$ cat config.mk
export PLATFORM = sky130hd
export DESIGN_NAME = tod_counter_chain
export DESIGN_NICKNAME = d
export VERILOG_FILES = /design/src/rtl/tod_pkg.sv /design/src/rtl/mod_stage.sv /design/src/rtl/tod_counter_chain.sv
export SDC_FILE = /design/constraint.sdc
export NUM_CORES = 1
export LEC_CHECK = 0
export ABC_CLOCK_PERIOD_IN_PS = 4300
export CAP_MARGIN = 15
export CORE_MARGIN = 3
export CORE_UTILIZATION = 55
export CTS_CLUSTER_SIZE = 14
export DETAILED_ROUTE_END_ITERATION = 12
export GPL_TIMING_DRIVEN = 0
export PLACE_DENSITY_LB_ADDON = 0.12
export SYNTH_ARGS = -nofsm -noshare
export SYNTH_HDL_FRONTEND = slang
export SYNTH_SLANG_ARGS = --single-unit
export TNS_END_PERCENT = 30
$ cat constraint.sdc
create_clock -name clk -period 4.3 [get_ports clk]
set_input_delay 0.86 -clock clk [delete_from_list [all_inputs] [get_ports clk]]
set_output_delay 0.86 -clock clk [all_outputs]
set_load 0.03 [all_outputs]
$ cat src/rtl/tod_pkg.sv
// Shared defaults for the time-of-day counter chain: stage geometry and the
// seconds/minutes/hours stage indices.
package tod_pkg;

  localparam int DEF_WIDTH  = 6;
  localparam int DEF_STAGES = 3;

  // Slice i is the modulus of stage i; stage 0 sits in the low bits.
  localparam logic [DEF_STAGES*DEF_WIDTH-1:0] DEF_MODULI = {6'd24, 6'd60, 6'd60};

  localparam int SEC_IDX  = 0;
  localparam int MIN_IDX  = 1;
  localparam int HOUR_IDX = 2;

endpackage

$ cat src/rtl/mod_stage.sv
// One WIDTH-bit modulo-MOD counter stage with synchronous load.
// A MOD of 0 stands for 2^WIDTH.
module mod_stage #(
  parameter int               WIDTH = 6,
  parameter logic [WIDTH-1:0] MOD   = WIDTH'(60)
) (
  input  logic             clk,
  input  logic             clear_n,
  input  logic             inc,
  input  logic             ld,
  input  logic [WIDTH-1:0] d,
  output logic [WIDTH-1:0] q,
  output logic             at_max
);

  // A zero modulus wraps to all-ones, which is exactly 2^WIDTH - 1.
  localparam logic [WIDTH-1:0] MAX_VAL = MOD - 1'b1;

  logic [WIDTH-1:0] q_reg;

  always_ff @(posedge clk or negedge clear_n) begin
    if (!clear_n) begin
      q_reg <= '0;
    end else if (ld) begin
      q_reg <= d;
    end else if (inc) begin
      q_reg <= at_max ? '0 : q_reg + 1'b1;
    end
  end

  assign q      = q_reg;
  assign at_max = (q_reg == MAX_VAL);

endmodule

$ cat src/rtl/tod_counter_chain.sv
// Time-of-day cascade of modulo stages with load validation, deferred ticks
// on load collisions, terminal wrap pulse and an edge-triggered alarm compare.
module tod_counter_chain
  import tod_pkg::*;
#(
  parameter int                        STAGES = DEF_STAGES,
  parameter int                        WIDTH  = DEF_WIDTH,
  parameter logic [STAGES*WIDTH-1:0]   MODULI = DEF_MODULI,
  parameter int                        SELW   = 2
) (
  input  logic                      clk,
  input  logic                      clear_n,
  input  logic                      tick,
  input  logic                      run,
  input  logic                      ld,
  input  logic [SELW-1:0]           ld_sel,
  input  logic [WIDTH-1:0]          ld_data,
  input  logic                      cmp_we,
  input  logic                      alarm_en,
  output logic [STAGES*WIDTH-1:0]   count,
  output logic                      wrap,
  output logic                      alarm,
  output logic                      ld_err,
  output logic                      overrun
);

  logic [STAGES-1:0] at_max;
  logic [STAGES-1:0] stage_wr;
  logic [STAGES-1:0] stage_ld;
  logic [STAGES-1:0] stage_inc;
  logic [STAGES-1:0] eq_next;
  logic [STAGES:0]   low_max;

  logic tick_in, etick, do_tick, wr_ok, match_next;
  logic pend_reg, pend_next;
  logic overrun_reg, overrun_next;
  logic wrap_reg, alarm_reg, ld_err_reg, match_reg;

  assign tick_in    = tick & run;
  assign etick      = tick_in | pend_reg;
  assign do_tick    = etick & ~ld;
  assign low_max[0] = 1'b1;
  assign wr_ok      = |stage_wr;
  assign match_next = &eq_next;

  generate
    for (genvar gi = 0; gi < STAGES; gi++) begin : g_stage
      localparam logic [WIDTH-1:0] MOD_I = MODULI[gi*WIDTH +: WIDTH];
      localparam logic [WIDTH:0]   LIM_I = (MOD_I == '0) ? {1'b1, {WIDTH{1'b0}}} : {1'b0, MOD_I};

      logic [WIDTH-1:0] q;
      logic [WIDTH-1:0] cmp_reg;
      logic [WIDTH-1:0] cnt_next;
      logic [WIDTH-1:0] cmp_next;

      assign stage_wr[gi]    = (ld_sel == SELW'(gi)) && ({1'b0, ld_data} < LIM_I);
      assign stage_ld[gi]    = ld & stage_wr[gi];
      assign stage_inc[gi]   = do_tick & low_max[gi];
      assign low_max[gi + 1] = low_max[gi] & at_max[gi];

      mod_stage #(
        .WIDTH (WIDTH),
        .MOD   (MOD_I)
      ) u_stage (
        .clk     (clk),
        .clear_n (clear_n),
        .inc     (stage_inc[gi]),
        .ld      (stage_ld[gi]),
        .d       (ld_data),
        .q       (q),
        .at_max  (at_max[gi])
      );

      assign count[gi*WIDTH +: WIDTH] = q;

      always_ff @(posedge clk or negedge clear_n) begin
        if (!clear_n) begin
          cmp_reg <= '0;
        end else if (cmp_we && stage_wr[gi]) begin
          cmp_reg <= ld_data;
        end
      end

      // Match is judged on the values this edge will produce, so alarm lines up with count.
      assign cnt_next    = stage_ld[gi]  ? ld_data :
                           stage_inc[gi] ? (at_max[gi] ? '0 : q + 1'b1) : q;
      assign cmp_next    = (cmp_we && stage_wr[gi]) ? ld_data : cmp_reg;
      assign eq_next[gi] = (cnt_next == cmp_next);
    end
  endgenerate

  always_comb begin
    pend_next    = 1'b0;
    overrun_next = overrun_reg;
    if (ld) begin
      pend_next    = etick;
      overrun_next = overrun_reg | (pend_reg & tick_in);
    end
  end

  always_ff @(posedge clk or negedge clear_n) begin
    if (!clear_n) begin
      pend_reg    <= 1'b0;
      overrun_reg <= 1'b0;
      wrap_reg    <= 1'b0;
      alarm_reg   <= 1'b0;
      ld_err_reg  <= 1'b0;
      match_reg   <= 1'b1;
    end else begin
      pend_reg    <= pend_next;
      overrun_reg <= overrun_next;
      wrap_reg    <= do_tick & low_max[STAGES];
      alarm_reg   <= alarm_en & match_next & ~match_reg;
      ld_err_reg  <= (ld | cmp_we) & ~wr_ok;
      match_reg   <= match_next;
    end
  end

  assign wrap    = wrap_reg;
  assign alarm   = alarm_reg;
  assign ld_err  = ld_err_reg;
  assign overrun = overrun_reg;

endmodule

==> metrics.md <==
| Metric | Value |
|---|---|
| WP data required | `4.53 ns` |
| Status | `complete, no violations` |
| Initial core utilization | `58.9%` |
| # resized after CTS | `0` |
| CTS Buffer Depth | `2` |
| Cells after synthesis | `294` |
| EDFF count, synth | `0` |
| Top cells by count, synth | `dfrtp_1, nand2_1, nor2_1` |
| Clock-pin slew on the worst setup and hold paths | `0.08 ns` |
| GP Congestion | `0.846` |
| Synth Warn # | `0` |
| Async SR Flop Fraction | `100%` |
| Post-layout nets | `351` |
| Final setup viols | `0` |
| DR WL/cell | `18.2 um` |
| Hold_buf cts | `0` |
| # H-tree levels | `2` |
| Ys flop type | `dfrtp_1` |
| CTS tree | `yes` |
| Starting DRT DRC Count | `242` |
| Unique masters post-synth | `63` |
| Post-route clock skew | `0.00998 ns` |
| Met3 usage | `4.35%` |
| DIE AREA | `5690 um2` |
| Sum Neg Setup Slack | `0 ns` |
| Total setup buffers inserted after CTS | `0` |
| First drt pass iteration count | `6` |
| Top-count cell post-synth | `dfrtp_1` |
| Dominant cell type by area after synthesis | `dfrtp_1` |
| DR vias/cell | `6.61` |
| Skew-Pair Late Insertion Delay | `0.29 ns` |
| Port bufs | `31` |
| GRT overflow | `0` |
| CP Max Fanout | `10` |
| Fin crit share | `79.9%` |
| Vias | `2552` |
| Final wirelength | `7.02 mm` |
| Worst hold slack | `0.436 ns` |
| Max incr delay on CP | `0.51 ns` |
| Critical Path Slowest Stage Cell | `clkdlybuf4s50_1` |
| TritonCTS Buffers | `5` |
| Final Max Slew Viols | `0` |
| Max-cap viol count | `0` |
| Proportion of layout cells with a drive suffix above 1 | `10.8%` |
| Vias in the first global route | `2346` |
| Clock Sinks | `42` |
| Seq cells post-synth | `42` |
| Final instance area | `3130 um2` |
| DRC | `0` |
| Initial antenna violation count | `0` |
| Synthesized Nets | `312` |
| Sequential area share after synthesis | `39.7%` |
| Global-route wire length before repair | `11.3 mm` |
| Mapped Avg Cell Area | `9.02 um2` |
| Antenna Cells | `0` |
| CTS Root Cell | `clkbuf_8` |
| Cell breakdown of the critical path | `clkdlybuf4s50_1 > buf_2 > nand4_1 > nand3_1 > buf_2 > nor3_1 > mux2_2 > a2111oi_0 > nand4_1 > nor4_2 > and4b_1` |
| RSZ-0062 raised after global routing | `no` |
| Row cnt | `24` |
| GR Util met2 | `41.0%` |
| Largest net degree at the start of global routing | `32` |
| Height of the die | `75.4 um` |
| Synth area leaders | `dfrtp_1, nand2_1, nor2_1` |
| Hpwl dp | `5.12 mm` |
| Total track usage | `26.2%` |
| Slew @ Worst Pin | `0.497 ns` |
| Post-DP Area | `3040 um2` |
| Die Wd | `75.4 um` |
| Hold crit path type | `in2async` |
| Top cell type's share of synthesized area | `38.7%` |
| Worst VDD drop | `0.000229 V` |
| Final Hold Violating Endpoints | `0` |
| IO Pins | `37` |
| Grt met1 use | `37.4%` |
| Area delta synth->final | `18.2%` |
| Synthesized area | `2650 um2` |
| Crit path DAT | `3.67 ns` |
| Core area | `4500 um2` |
| Lkg Pwr | `1.36 nW` |
| # fillers | `379` |
| PwrDens | `445 nW/um2` |
| Fin crit period | `3.44 ns` |
| Fmax | `0.291 GHz` |
| Critical Path End Type | `flip-flop` |
| Worst rel slew slack | `66.5%` |
| Worst Setup Start Kind | `input port` |
| GR peak layer | `met2` |
| Antenna Violating Nets Remaining | `0` |
| Kind of critical path | `in2reg` |
-- power by group --
group	internal, W	total, W	leakage, nW	switching, W
clock network	0.000130	0.000264	0.0482	0.000134
logic	0.000244	0.000576	0.807	0.000331
registers	0.000469	0.000556	0.507	0.0000869
total	0.000843	0.00140	1.36	0.000553
-- final timing paths --
check / start / end / slack, ns / cells past startpoint
setup reg to reg: g_stage[0].u_stage.q[0] / alarm / 1.25 / 9
max in group asynchronous: clear_n / match_reg / 3.33 / 2
hold / removal: clear_n / g_stage[0].u_stage.q[3] / 0.44 / 1
setup / recovery: ld_data[2] / alarm / 0.86 / 11
min in group clk: overrun / overrun / 0.48 / 1
hold reg to reg: overrun / overrun / 0.48 / 1
-- cells by family after synthesis --
group                    Yosys count  synth area share [%]
AO/OA/AOI/OAI                     65                  17.6
XOR/XNOR                          15                  4.96
adder cells (fa/ha/maj)            3                  1.42
buffers and inverters             26                  4.39
flip-flops                        42                  39.7
multiplexers                      11                  4.44
AND/OR/NAND/NOR                  132                  27.6
-- routing by layer --
| metal | up-vias | share of wire (%) |
|---|---|---|
| met3 | 24 | 8.1 |
| met4 | 0 | 2.3 |
| met1 | 1212 | 45 |
| met2 | 155 | 45 |
| met5 | - | 0 |
| li1 | 1161 | - |
-- worst max-delay path, delay by kind of cell --
family | cells | cell delay [ns]
AOI/OAI and AO/OA | 1 | 0.34
and+or+nand+nor | 6 | 1.18
muxes | 1 | 0.27
buffers and inverters | 3 | 1.00
-- placed cells by master (no fill, tap or decap), drive strengths merged, types with 3 or more instances in the layout --
cell           synthesis  routed
a21o                   3       3
a21oi                  7       7
a31oi                  9       9
and2                   5       5
and3                   8       8
and4                   3       3
and4b                  3       3
buf                   10      12
clkbuf                 6      13
clkdlybuf4s50          0      30
dfrtp                 41      41
ha                     3       3
inv                   10      10
mux2                   6       6
mux2i                  5       5
nand2                 37      37
nand3                 15      15
nand4                  6       6
nand4b                 3       3
nor2                  25      25
nor2b                  5       5
nor3                   3       3
nor4                   3       3
o21ai                 18      18
or3                    4       4
or4                    3       3
xnor2                  9       9
xor2                   6       6
-- per-stage QoR --
step | setup WS [ns] | total power, W | instances | util [%]
detailed placement | 0.578 | 0.00113 | 378 | 67.5
CTS | 0.867 | 0.00139 | 386 | 69.6
floorplan | 1.53 | 0.000925 | 294 | -
global placement | 0.680 | 0.00111 | 377 | 67.2
finish | 0.863 | 0.00140 | 386 | 69.6
global route | 0.719 | 0.00148 | 386 | 69.6
-- layout make-up --
| class | instances | area, um2 | area share (%) |
|---|---|---|---|
| multi-input cells | 226 | 1480 | 47.3 |
| well taps | 52 | 65.1 | 2.08 |
| repair buffers | 32 | 325 | 10.4 |
| clock inverters | 1 | 5.00 | 0.160 |
| clock buffers | 7 | 86.3 | 2.76 |
| inverters | 10 | 37.5 | 1.20 |
| flip-flops and latches | 42 | 1050 | 33.6 |
| plain buffers | 16 | 78.8 | 2.52 |
Note: power is estimated with default switching activity, not from simulation.
